===== src/rtl/cdc_fifo_rptr_status_if.sv =====
// Read-side bus of the async CDC FIFO read-pointer/status block.
// Carries r_underflow only when CDC_FIFO_RPTR_UNDERFLOW_EN is defined.
interface cdc_fifo_rptr_status_if #(
    parameter int unsigned ADDR_SIZE = 4
);
    localparam int unsigned PW = ADDR_SIZE + 1;

    logic                 r_inc;
    logic [PW-1:0]        r_q2_wptr;
    logic [PW-1:0]        r_aempty_thresh;
    logic                 r_empty;
    logic                 r_almost_empty;
    logic [PW-1:0]        r_count;
    logic [PW-1:0]        r_ptr;
    logic [ADDR_SIZE-1:0] r_addr;
    logic [ADDR_SIZE-1:0] r_addr_next;
`ifdef CDC_FIFO_RPTR_UNDERFLOW_EN
    logic                 r_underflow;

    modport master (
        output r_inc, r_q2_wptr, r_aempty_thresh,
        input  r_empty, r_almost_empty, r_count, r_ptr, r_addr, r_addr_next, r_underflow
    );
    modport slave (
        input  r_inc, r_q2_wptr, r_aempty_thresh,
        output r_empty, r_almost_empty, r_count, r_ptr, r_addr, r_addr_next, r_underflow
    );
`else
    modport master (
        output r_inc, r_q2_wptr, r_aempty_thresh,
        input  r_empty, r_almost_empty, r_count, r_ptr, r_addr, r_addr_next
    );
    modport slave (
        input  r_inc, r_q2_wptr, r_aempty_thresh,
        output r_empty, r_almost_empty, r_count, r_ptr, r_addr, r_addr_next
    );
`endif
endinterface


===== src/rtl/cdc_fifo_rptr_status.sv =====
// Read-domain pointer, empty/almost-empty and occupancy generator for the async CDC FIFO.
// Optional sticky underflow flag: define CDC_FIFO_RPTR_UNDERFLOW_EN.
module cdc_fifo_rptr_status #(
    parameter int unsigned ADDR_SIZE  = 4,
    parameter bit          AEMPTY_RST = 1'b1
) (
    input  logic                    r_clk,
    input  logic                    r_rst_n,
    cdc_fifo_rptr_status_if.slave   bus
);
    localparam int unsigned PW = ADDR_SIZE + 1;

    logic [PW-1:0] r_bin;
    logic [PW-1:0] r_bin_next;
    logic [PW-1:0] r_gray_next;
    logic [PW-1:0] w_bin;
    logic [PW-1:0] cnt_next;
    logic          r_rd;

    // Next pointer, decoded write pointer and next occupancy
    always_comb begin
        r_rd        = bus.r_inc & ~bus.r_empty;
        r_bin_next  = r_bin + PW'(r_rd);
        r_gray_next = (r_bin_next >> 1) ^ r_bin_next;
        w_bin       = '0;
        for (int i = 0; i < int'(PW); i++) begin
            w_bin[i] = ^(bus.r_q2_wptr >> i);
        end
        cnt_next = w_bin - r_bin_next;
    end

    // Empty uses the Gray compare so the decode stays off that path
    always_ff @(posedge r_clk or negedge r_rst_n) begin
        if (!r_rst_n) begin
            r_bin              <= '0;
            bus.r_ptr          <= '0;
            bus.r_empty        <= 1'b1;
            bus.r_count        <= '0;
            bus.r_almost_empty <= AEMPTY_RST;
        end else begin
            r_bin              <= r_bin_next;
            bus.r_ptr          <= r_gray_next;
            bus.r_empty        <= (r_gray_next == bus.r_q2_wptr);
            bus.r_count        <= cnt_next;
            bus.r_almost_empty <= (cnt_next <= bus.r_aempty_thresh);
        end
    end

    assign bus.r_addr      = r_bin[ADDR_SIZE-1:0];
    assign bus.r_addr_next = r_bin_next[ADDR_SIZE-1:0];

`ifdef CDC_FIFO_RPTR_UNDERFLOW_EN
    always_ff @(posedge r_clk or negedge r_rst_n) begin
        if (!r_rst_n) begin
            bus.r_underflow <= 1'b0;
        end else if (bus.r_inc && bus.r_empty) begin
            bus.r_underflow <= 1'b1;
        end
    end

`ifndef SYNTHESIS
    underflow_report: assert property (@(posedge r_clk) disable iff (!r_rst_n)
        !(bus.r_inc && bus.r_empty))
        else $warning("cdc_fifo_rptr_status: read request while empty ignored");
`endif
`endif

endmodule


===== src/flat_wrapper.sv =====
// flat-port wrapper written by rule: the top's interface ports become plain ports
module cdc_fifo_rptr_status_flat 
#(
    parameter int unsigned ADDR_SIZE  = 4,
    parameter bit          AEMPTY_RST = 1'b1
)
  (r_clk, r_rst_n, bus_r_inc, bus_r_q2_wptr, bus_r_aempty_thresh, bus_r_empty, bus_r_almost_empty, bus_r_count, bus_r_ptr, bus_r_addr, bus_r_addr_next);
  cdc_fifo_rptr_status_if #(.ADDR_SIZE(ADDR_SIZE)) bus_i ();
  input  logic r_clk;
  input  logic r_rst_n;
  input wire logic [$bits(bus_i.r_inc)-1:0] bus_r_inc;
  input wire logic [$bits(bus_i.r_q2_wptr)-1:0] bus_r_q2_wptr;
  input wire logic [$bits(bus_i.r_aempty_thresh)-1:0] bus_r_aempty_thresh;
  output wire logic [$bits(bus_i.r_empty)-1:0] bus_r_empty;
  output wire logic [$bits(bus_i.r_almost_empty)-1:0] bus_r_almost_empty;
  output wire logic [$bits(bus_i.r_count)-1:0] bus_r_count;
  output wire logic [$bits(bus_i.r_ptr)-1:0] bus_r_ptr;
  output wire logic [$bits(bus_i.r_addr)-1:0] bus_r_addr;
  output wire logic [$bits(bus_i.r_addr_next)-1:0] bus_r_addr_next;
  assign bus_i.r_inc = bus_r_inc;
  assign bus_i.r_q2_wptr = bus_r_q2_wptr;
  assign bus_i.r_aempty_thresh = bus_r_aempty_thresh;
  assign bus_r_empty = bus_i.r_empty;
  assign bus_r_almost_empty = bus_i.r_almost_empty;
  assign bus_r_count = bus_i.r_count;
  assign bus_r_ptr = bus_i.r_ptr;
  assign bus_r_addr = bus_i.r_addr;
  assign bus_r_addr_next = bus_i.r_addr_next;
  cdc_fifo_rptr_status #(.ADDR_SIZE(ADDR_SIZE), .AEMPTY_RST(AEMPTY_RST)) u_core (.r_clk(r_clk), .r_rst_n(r_rst_n), .bus(bus_i));
endmodule

===== config.mk =====
export PLATFORM = sky130hd
export DESIGN_NAME = cdc_fifo_rptr_status_flat
export DESIGN_NICKNAME = d
export VERILOG_FILES = /design/src/rtl/cdc_fifo_rptr_status_if.sv /design/src/rtl/cdc_fifo_rptr_status.sv /design/src/flat_wrapper.sv
export SDC_FILE = /design/constraint.sdc
export NUM_CORES = 1
export LEC_CHECK = 0
export CAP_MARGIN = 20
export CORE_MARGIN = 2
export CORE_UTILIZATION = 30
export DETAILED_ROUTE_END_ITERATION = 16
export PLACE_DENSITY = 0.53
export SLEW_MARGIN = 30
export SYNTH_ARGS = -nofsm -noshare
export SYNTH_HDL_FRONTEND = slang
export SYNTH_SLANG_ARGS = --single-unit

===== constraint.sdc =====
create_clock -name r_clk -period 7.3 [get_ports r_clk]
set_clock_uncertainty 0.05 [all_clocks]
set_input_delay 0.73 -clock r_clk [delete_from_list [all_inputs] [get_ports r_clk]]
set_output_delay 0.73 -clock r_clk [all_outputs]
set_load 0.03 [all_outputs]

After elaboration in Yosys (flattened, before gate mapping)
Index checks and enable logic that the tools add are counted.
Storage, ports and cells
  flip-flop bits (word level): 17
  input port bits: 13
Cells by class
  $add $sub $neg: 2
  $lt $le $gt $ge: 1
  equality and inequality tests: 1
  bitwise gates (word level): 3
  reduce and logical (&&, ||, !) cells: 5
Operators by type and width (number)
  $reduce_xor 5->1: 5
  $add 5x1->5: 1
  $eq 5x5->1: 1
  $le 5x5->1: 1
  $sub 5x5->5: 1
  $xor 4x5->5: 1
  $and 1x1->1: 1
  $not 1->1: 1

Longest topological paths before layout
Gate-level depths: netlist of the first run.
  depth after elaboration: 5
  depth in mapped cells: 14
  mapped depth without buffers: 14

Worst setup path after synthesis of the first run
No wires, ideal clock.
  kind: in2reg
  start: input bus_r_q2_wptr[3]
  end: register u_core.bus.r_almost_empty
  library setup time: 0.079 ns
  arrival: 3.220 ns
  required time: 7.171 ns
  setup slack: 3.952 ns
  stages: 13
  cells stage by stage: xor2_1 > xnor2_1 > xor2_1 > xor2_1 > ha_1 > fa_1 > inv_1 > ha_1 > nor2b_1 > o21a_1 > o21a_1 > o21a_1 > o21ai_0
On the way
  longest elaborated chain between the ends: 3
  elaborated cells on any way between the ends: 6
RTL lines
  from (decl): line flat_wrapper.sv:12  | input wire logic [$bits(bus_i.r_q2_wptr)-1:0] bus_r_q2_wptr;
  $reduce_xor 5->1: line cdc_fifo_rptr_status.sv:27  | w_bin[i] = ^(bus.r_q2_wptr >> i);
  $sub 5x5->5 (*): line cdc_fifo_rptr_status.sv:29  | cnt_next = w_bin - r_bin_next;
  via u_core.cnt_next[1]: line cdc_fifo_rptr_status.sv:17  | logic [PW-1:0] cnt_next;
  $le 5x5->1 (*): line cdc_fifo_rptr_status.sv:45  | bus.r_almost_empty <= (cnt_next <= bus.r_aempty_thresh);
  to (signal assigned): line cdc_fifo_rptr_status.sv:45
  to (decl): line cdc_fifo_rptr_status_if.sv:35  | output r_empty, r_almost_empty, r_count, r_ptr, r_addr, r_addr_next
Mark *: on every way through the listed nets, which the timed path passes. The rest lies on a longest branch.

Final worst setup path of the first run
  start: input bus_r_q2_wptr[4]
  end: register u_core.bus.r_almost_empty
The elaborated chain is that of the path after synthesis.

==> impl_metrics.csv, run 1 <==
group,metric,value,unit
job,max_cap_viol_count,0,
worst_setup_path,startpoint,"bus_r_q2_wptr[4]",
place,io_buffers,32,
layout,n_antenna_cell,0,
worst_setup_path,reg2reg_to,"u_core.bus.r_almost_empty",
worst_setup_path,cp-start-kind,"input port",
floorplanning,io_pins,33,
worst_setup_path,path_cells,"clkdlybuf4s50_1, xor2_1, xnor2_1, xor2_1, xor2_1, ha_1, fa_1, inv_1, ha_1, nor2b_1, o21a_1, o21a_1, o21a_1, o21ai_0",
worst_setup_path,slowest_delay,0.50,ns
global_route,antenna_found_initial,0,
sta,fin_tns_setup,0,ns
route,antenna_left,0,
sta,rsz0062_at_grt,"no",
global_route,grt_pass1_vias,622,
place,gp_congestion,0.672,
sta,holdWs,0.580,ns
synth,synth_warnings,0,
global_route,overflow,0,
sta,finalWorstSetupSlack,3.57,ns
sta,worstMarginPinSlew,0.731,ns
worst_setup_path,worst-r2r-cell-count,12,
sta,finalSetupViolations,0,
layout,fin_nets,141,
sta,slew-limit-headroom,0.511,
clocking,cts_hold_buffers,0,
clocking,clock_path_buffers,2,
floorplanning,placementRows,20,
synth,synth_seq_area_share,0.429,
worst_setup_path,rrSetupSlack,4.32,ns
clocking,post_cts_resized,0,
floorplanning,initial_core_util,0.313,
floorplanning,die_h,59.9,microns
worst_setup_path,slowest_stage,"clkdlybuf4s50_1",
outcome,status,"completed",
worst_setup_path,worstReg2RegStart,"u_core.bus.r_empty",
clocking,post_cts_buffers,0,
clocking,cts-root-buf,"clkbuf_4",
route,route.detailed.drc,0,
layout,final_common_cell,"clkdlybuf4s50_1",
sta,period_share,0.511,
synth,syn-instance-count,84,
clocking,insertion_delay,0.28,ns
sta,fmax,268,MHz
worst_setup_path,crit_end,"u_core.bus.r_almost_empty",
clocking,clk_pin_slew,0.09,ns
global_route,grt_usage,0.106,
synth,syn_nets,108,
worst_setup_path,crit_type,"in2reg",
route,via_per_inst,4.35,
synth,synth_seq_cells,16,
layout,area_delta_synth_final,37.7,%
floorplanning,coreArea,3000,sq um
place,pre_cts_ws,3.25,ns
layout,layout-drive-gt1-share,0.0609,
sta,min_period,3.73,ns
layout,fin_util,0.430,
synth,synth.avg_cell_area,11.2,sq um
route,routedWlPerCell,11.2,microns
synth,synth_area,938,sq um
min_path,min_path_type,"reg2reg",
clocking,cts_sinks,16,
floorplanning,dieArea,3590,sq um
global_route,grt_pass1_wl,2750,microns
layout,final_cell_mix,"clkdlybuf4s50_1 (32), inv_1 (15), dfrtp_1 (14)",
clocking,cts_buffers,3,
worst_setup_path,crit_required,7.47,ns
global_route,grt_max_degree,17,
worst_setup_path,crit_fanout,3,
floorplanning,die_w,59.9,microns
layout,fillers,330,
route,num_vias,644,
worst_setup_path,arrival,3.89,ns
worst_setup_path,setup.worst_path.end_class,"flop",
route,drt_iter0_markers,9,
place,dp_hpwl,1390,microns
sta,slew_viol_final,0,
clocking,htreeDepth,1,
synth,synth_cell_types,19,
route,totalWireLength,1660,microns
layout,multiInputGateArea,449,sq um
layout,ff_latch_area,403,sq um
clocking,cts_tree,"yes",
route,dr.pass1.iters,2,
sta,final_hold_viol_count,0,
area by class of cell:
class | instances | area share
timing repair buffer | 32 | 0.248
inverter | 15 | 0.0436
multi-input combinational | 49 | 0.348
sequential | 16 | 0.312
clock buffer | 3 | 0.0174
tap | 33 | 0.0319
routing by layer:
| layer | part of all wire | track usage |
|---|---|---|
| met1 | 0.50 | 0.144 |
| met3 | 0.045 | 0.0281 |
| met5 | 0 | 0 |
| met4 | 0.025 | 0.0571 |
| met2 | 0.43 | 0.152 |
sequential cells by signal, indices dropped and copies added, names as in the netlist:
| register | count |
|---|---|
| u_core.bus.r_count | 5 |
| u_core.bus.r_almost_empty | 1 |
| u_core.bus.r_empty | 1 |
| u_core.bus.r_ptr | 5 |
| u_core.r_bin | 4 |
worst min-delay path by stage:
| stage | start | endpoint | cells past startpoint |
|---|---|---|---|
| 2_1_floorplan | r_rst_n | u_core.bus.r_count[0] | 0 |
| 3_3_place_gp | u_core.bus.r_ptr[4] | u_core.bus.r_ptr[4] | 2 |
| 3_5_place_dp | u_core.bus.r_ptr[4] | u_core.bus.r_ptr[4] | 2 |
| 4_1_cts | u_core.bus.r_ptr[4] | u_core.bus.r_ptr[4] | 2 |
| 5_1_grt | u_core.bus.r_ptr[4] | u_core.bus.r_ptr[4] | 2 |
| 6_report | u_core.bus.r_ptr[4] | u_core.bus.r_ptr[4] | 2 |
cells in the mapped netlist:
cell type / number / area share
inv_1: 15 / 0.060
xnor2_1: 10 / 0.093
ha_1: 10 / 0.13
dfrtp_1: 14 / 0.37
o21ai_0: 1 / 0.0053
and3_1: 1 / 0.0067
a21o_1: 2 / 0.016
a21oi_1: 2 / 0.011
o21a_1: 3 / 0.024
buf_4: 4 / 0.032
nor2b_1: 2 / 0.013
nand3_1: 4 / 0.021
xor2_1: 9 / 0.084
dfstp_2: 2 / 0.056
or3_1: 1 / 0.0067
xor2_2: 1 / 0.017
and3b_1: 1 / 0.0093
a2111oi_2: 1 / 0.016
fa_1: 1 / 0.021
critical path, delay by kind of cell:
family          cells  cell delay [ns]
simple gates        1             0.13
compound gates      4             0.60
xor+xnor            4             0.87
fa+ha+maj           3             0.99
buf+inv             2             0.55
through the flow:
step | cell area (sq um) | cells
after floorplan | 938 | 84
after global placement | 1270 | 145
after detailed placement | 1270 | 145
after CTS | 1290 | 148
after global routing | 1290 | 148
final | 1290 | 148
cell families (layout without fill, tap and decap cells):
| kind of cell | count (synthesis) | in the layout | synth area share |
|---|---|---|---|
| adder cells (fa/ha/maj) | 11 | 11 | 0.155 |
| flip-flops | 16 | 16 | 0.429 |
| buffers and inverters | 19 | 50 | 0.0920 |
| AO/OA/AOI/OAI | 9 | 9 | 0.0720 |
| XOR/XNOR | 20 | 20 | 0.195 |
| AND/OR/NAND/NOR | 9 | 9 | 0.0573 |
Power of run 1 is not shown: default switching activity piles up to over one toggle a cycle in this logic, so the estimate is an artifact.
==> run 2: changes to the inputs <==
--- a/config.mk
+++ b/config.mk
@@ -9,7 +9,7 @@
 export CORE_MARGIN = 2
 export CORE_UTILIZATION = 30
 export DETAILED_ROUTE_END_ITERATION = 16
-export PLACE_DENSITY = 0.53
+export PLACE_DENSITY = 0.55
 export SLEW_MARGIN = 30
 export SYNTH_ARGS = -nofsm -noshare
 export SYNTH_HDL_FRONTEND = slang
==> constraint.sdc (replaced) <==
create_clock -name r_clk -period 3.4 [get_ports r_clk]
set_clock_uncertainty 0.05 [all_clocks]
set_input_delay 0.34 -clock r_clk [delete_from_list [all_inputs] [get_ports r_clk]]
set_output_delay 0.34 -clock r_clk [all_outputs]
set_load 0.03 [all_outputs]
==> impl_metrics.csv, run 2 (synthesized netlist as in run 1, its figures left out) <==
group,metric,value,unit
route,totalWireLength,1700,microns
route,num_vias,660,
clocking,clock_path_buffers,2,
clocking,post_cts_resized,0,
sta,min_period,3.20,ns
floorplanning,io_pins,33,
global_route,grt_usage,0.107,
floorplanning,placementRows,20,
route,drt_iter0_markers,15,
floorplanning,dieArea,3590,sq um
min_path,min_path_type,"in2async",
worst_setup_path,worst-r2r-cell-count,10,
layout,n_antenna_cell,0,
worst_setup_path,crit_type,"in2reg",
worst_setup_path,arrival,3.36,ns
floorplanning,coreArea,3000,sq um
place,io_buffers,32,
place,placed_cell_area,1320,sq um
sta,slew_viol_final,0,
layout,fin_nets,148,
layout,layout-drive-gt1-share,0.115,
clocking,clk_pin_slew,0.09,ns
layout,final_cell_mix,"clkdlybuf4s50_1 (32), inv_1 (15), dfrtp_1 (14)",
sta,worstMarginPinSlew,0.716,ns
outcome,status,"completed",
route,dr.pass1.iters,4,
route,routedWlPerCell,11.0,microns
global_route,grt.busiest_layer,"met2",
route,antenna_left,0,
sta,holdWs,0.425,ns
global_route,overflow,0,
global_route,antenna_found_initial,0,
global_route,grt_pass1_wl,2790,microns
global_route,grt_pass1_vias,669,
clocking,cts_buffers,3,
global_route,use_met1,0.135,
worst_setup_path,setup.worst_path.end_class,"flop",
layout,final_cell_area,1350,sq um
sta,final_hold_viol_count,0,
worst_setup_path,crit_fanout,2,
sta,rsz0062_at_grt,"no",
sta,fin_tns_setup,0,ns
clocking,htreeDepth,1,
layout,final_common_cell,"clkdlybuf4s50_1",
floorplanning,die_h,59.9,microns
global_route,grtUsageMet3,0.0216,
worst_setup_path,cp-start-kind,"input port",
clocking,cts_hold_buffers,0,
worst_setup_path,crit_required,3.57,ns
route,via_per_inst,4.26,
global_route,grt_max_degree,17,
sta,slew-limit-headroom,0.521,
clocking,insertion_delay,0.29,ns
clocking,cts-root-buf,"clkbuf_4",
layout,area_delta_synth_final,43.3,%
clocking,cts_tree,"yes",
sta,fmax,313,MHz
route,route.detailed.drc,0,
floorplanning,die_w,59.9,microns
sta,finalSetupViolations,0,
clocking,post_cts_buffers,0,
floorplanning,initial_core_util,0.313,
clocking,cts_sinks,16,
job,max_cap_viol_count,0,
place,dp_hpwl,1460,microns
global_route,use_met2,0.166,
sta,period_share,0.940,
place,gp_congestion,0.722,
layout,reg_top3,"u_core.bus.r_count x5, u_core.bus.r_ptr x5, u_core.r_bin x4",
[run 2: worst max-delay path, cell delays in order]
cell and delay [ns]:
clkdlybuf4s50_1 0.49, xor2_1 0.23, xnor2_1 0.19, xor2_1 0.24, xor2_1 0.10, ha_1 0.23, fa_1 0.48, inv_1 0.06
ha_1 0.28, nor2b_1 0.13, o21a_1 0.16, o21a_1 0.16, o21a_1 0.16, o21ai_0 0.13
[run 2: layout make-up]
| type | count | area (sq um) |
|---|---|---|
| sequential | 16 | 403 |
| clock buffer | 3 | 22.5 |
| inverter | 15 | 56.3 |
| timing repair buffer | 39 | 373 |
| fill | 307 | 1660 |
| tap | 33 | 41.3 |
| multi-input combinational | 49 | 449 |
[run 2: stage by stage]
stage          instances  setup WS, ns  utilization
6_report             155         0.204        0.448
2_1_floorplan         84         0.442            -
3_5_place_dp         152        -0.118        0.440
4_1_cts              155         0.181        0.448
5_1_grt              155        0.0382        0.448
3_3_place_gp         152       -0.0688        0.440
[run 2: per-layer routing]
| metal | share of wire | vias up |
|---|---|---|
| met5 | 0 | - |
| met4 | 0.031 | 0 |
| met3 | 0.057 | 5 |
| met2 | 0.45 | 19 |
| met1 | 0.46 | 299 |
| li1 | - | 337 |
[run 2: final timing paths]
kind	from	end	slack (ns)
max	bus_r_q2_wptr[4]	u_core.bus.r_almost_empty	0.20
min	r_rst_n	u_core.bus.r_ptr[1]	0.43
max reg2reg	u_core.bus.r_empty	u_core.bus.r_almost_empty	0.53
min reg2reg	u_core.bus.r_ptr[4]	u_core.bus.r_ptr[4]	0.58
max in group asynchronous	r_rst_n	u_core.r_bin[0]	2.43
min in group r_clk	u_core.bus.r_ptr[4]	u_core.bus.r_ptr[4]	0.58
Power of run 2 is left out for the same reason.
==> run 3: changes to the inputs <==
--- a/config.mk
+++ b/config.mk
@@ -5,11 +5,14 @@
 export SDC_FILE = /design/constraint.sdc
 export NUM_CORES = 1
 export LEC_CHECK = 0
+export ABC_AREA = 1
+export ABC_CLOCK_PERIOD_IN_PS = 3400
 export CAP_MARGIN = 20
 export CORE_MARGIN = 2
 export CORE_UTILIZATION = 30
 export DETAILED_ROUTE_END_ITERATION = 16
-export PLACE_DENSITY = 0.55
+export GPL_TIMING_DRIVEN = 0
+export PLACE_DENSITY = 0.53
 export SLEW_MARGIN = 30
 export SYNTH_ARGS = -nofsm -noshare
 export SYNTH_HDL_FRONTEND = slang
==> impl_metrics.csv, run 3 <==
group,metric,value,unit
outcome,status,"completed",
sta,holdWs,0.480,ns
synth,async_reset_ff_frac,1.00,
floorplanning,io_pins,33,
worst_setup_path,arrival,3.14,ns
synth,synth.avg_cell_area,8.11,sq um
synth,syn-instance-count,139,
layout,reg_top3,"u_core.bus.r_count x5, u_core.bus.r_ptr x5, u_core.r_bin x4",
sta,finalSetupViolations,0,
synth,netlist.area_leader.share,0.311,
synth,synth.cells.most_frequent,"nand2_1 (34), inv_1 (24), dfrtp_1 (14), nand3_1 (14), ha_1 (10)",
synth,synth_area,1130,sq um
route,route.detailed.drc,0,
synth,yosys_most_used_dff,"dfrtp_1",
layout,final_common_cell,"nand2_1",
sta,fmax,331,MHz
synth,synth_area_leader_cell,"dfrtp_1",
sta,slew_viol_final,0,
worst_setup_path,slowest_stage,"clkdlybuf4s50_1",
worst_setup_path,cp_num_cells,12,
power_and_ir_drop,peakVddDrop,247,uV
worst_setup_path,path_buf_inv,1,
sta,worstMarginPinSlew,0.730,ns
place,pre_cts_ws,0.0882,ns
clocking,cts_tree,"yes",
layout,fin_nets,200,
sta,period_share,0.889,
worst_setup_path,path_cells,"clkdlybuf4s50_1, xnor2_2, xnor2_1, xor2_1, ha_1, fa_1, o21ai_0, xor2_1, ha_1, a21oi_1, o221ai_1, o21ai_0",
clocking,cts-root-buf,"clkbuf_8",
synth,synth_seq_cells,16,
worst_setup_path,slowest_delay,0.51,ns
worst_setup_path,setup.worst_path.end_class,"flop",
global_route,overflow,0,
route,totalWireLength,2390,microns
global_route,grt_pass1_vias,961,
synth,synth_most_common_cell,"nand2_1",
sta,fin_tns_setup,0,ns
sta,min_period,3.02,ns
clocking,cts_buffers,3,
synth,synth_cell_types,20,
worst_setup_path,crit_required,3.52,ns
floorplanning,placementRows,22,
route,via_per_inst,4.39,
place,io_buffers,32,
route,antenna_left,0,
clocking,htreeDepth,1,
power_and_ir_drop,pwr_density_cell,1140,nW/um^2
worst_setup_path,crit_type,"in2reg",
route,num_vias,980,
sta,finalWorstSetupSlack,0.378,ns
floorplanning,dieArea,4260,sq um
synth,synth-edff-count,0,
sta,rsz0062_at_grt,"no",
sta,slew-limit-headroom,0.512,
layout,final_cell_mix,"nand2_1 (34), clkdlybuf4s50_1 (32), inv_1 (24)",
clocking,insertion_delay,0.25,ns
layout,layout-drive-gt1-share,0.137,
global_route,antenna_found_initial,0,
min_path,min_path_type,"in2async",
layout,area_delta_synth_final,38.6,%
route,dr.pass1.iters,4,
worst_setup_path,cp-start-kind,"input port",
layout,n_antenna_cell,0,
clocking,clk_pin_slew,0.06,ns
layout,fillers,361,
worst_setup_path,startpoint,"bus_r_q2_wptr[3]",
clocking,cts_sinks,16,
synth,syn_nets,163,
floorplanning,die_w,65.3,microns
power_and_ir_drop,p_leak,0.791,nW
global_route,grt_pass1_wl,4150,microns
clocking,post_cts_resized,0,
synth,synth_seq_area_share,0.357,
worst_setup_path,worstReg2RegStart,"u_core.bus.r_empty",
clocking,post_cts_buffers,0,
worst_setup_path,critPathTopFamily,"adder cells",
sta,final_hold_viol_count,0,
synth,synth_area_leaders,"dfrtp_1 (31%), nand2_1 (11%), ha_1 (11%)",
route,routedWlPerCell,10.7,microns
floorplanning,coreArea,3630,sq um
worst_setup_path,crit_fanout,4,
clocking,cts_hold_buffers,0,
worst_setup_path,worst-r2r-cell-count,13,
place,gp_congestion,0.807,
clocking,clock_path_buffers,2,
place,dp_hpwl,2020,microns
route,drt_iter0_markers,38,
floorplanning,initial_core_util,0.310,
global_route,grt_usage,0.124,
global_route,grt_max_degree,17,
job,max_cap_viol_count,0,
floorplanning,die_h,65.3,microns
synth,synth_warnings,0,
## run 3: cell types whose count changed after synthesis, moves of 4 or more
cell	delta
nor2_1	+4
xor2_1	-4
nand2_1	+34
inv_1	+9
xnor2_1	-8
nand2_2	+8
nand3_1	+10
## run 3: cells by family (layout without fill, tap and decap cells)
kind of cell,Yosys count,after routing,synth area share
and+or+nand+nor,65,65,0.267
buffers and inverters,29,65,0.110
DFF,16,16,0.357
adders and majority gates,11,11,0.129
xor gates and xnor gates,10,10,0.0977
AOI/OAI and AO/OA,8,8,0.0388
## run 3: power by group
group	switching [mW]	internal (mW)
Clock	0.0635	0.103
Sequential	0.0595	0.299
Combinational	0.746	0.509
Total	0.869	0.910
## run 3: path summary, 6_finish.rpt
| path | to | slack [ns] |
|---|---|---|
| worst max-delay path | u_core.bus.r_almost_empty | 0.38 |
| worst min-delay path | u_core.bus.r_count[0] | 0.48 |
| worst max register to register | u_core.bus.r_almost_empty | 0.54 |
| worst min register to register | u_core.r_bin[3] | 0.66 |
| max in group asynchronous | u_core.r_bin[0] | 2.36 |
| min in group r_clk | u_core.r_bin[3] | 0.66 |
## run 3: metrics by stage
stage	util	total power [mW]	cells	area, sq um
5_1_grt	0.430	1.95	223	1560
2_1_floorplan	-	1.22	139	1130
6_report	0.430	1.78	223	1560
3_5_place_dp	0.415	1.63	219	1510
3_3_place_gp	0.415	1.61	219	1510
4_1_cts	0.430	1.80	223	1560
## run 3: per-layer routing
metal	global-route usage	wire [microns]	up-vias	share of wire
met1	0.170	1110	450	0.46
met3	0.0274	138	0	0.058
met5	0	0	-	0
met4	0.0443	0	0	0
met2	0.193	1140	28	0.48
li1	-	-	502	-
## run 3: layout make-up
cell class	count	area, sq um	share of cell area
tap	48	60.1	0.0384
multi-input combinational	94	601	0.384
buffer	4	30.0	0.0192
clock buffer	4	55.1	0.0352
sequential	16	403	0.258
timing repair buffer	32	320	0.205
inverter	25	93.8	0.0600
## run 3: worst reg2reg max path, stage by stage, from the launching register on
cell      delay, ns
dfstp_2        0.54
inv_1          0.06
nand3_2        0.10
inv_1          0.06
ha_1           0.45
inv_1          0.17
ha_1           0.23
a21oi_1        0.16
o21ai_0        0.12
xor2_1         0.17
ha_1           0.31
nand4_1        0.11
o221ai_1       0.15
o21ai_0        0.11
Note: power is estimated with default switching activity, not from simulation.
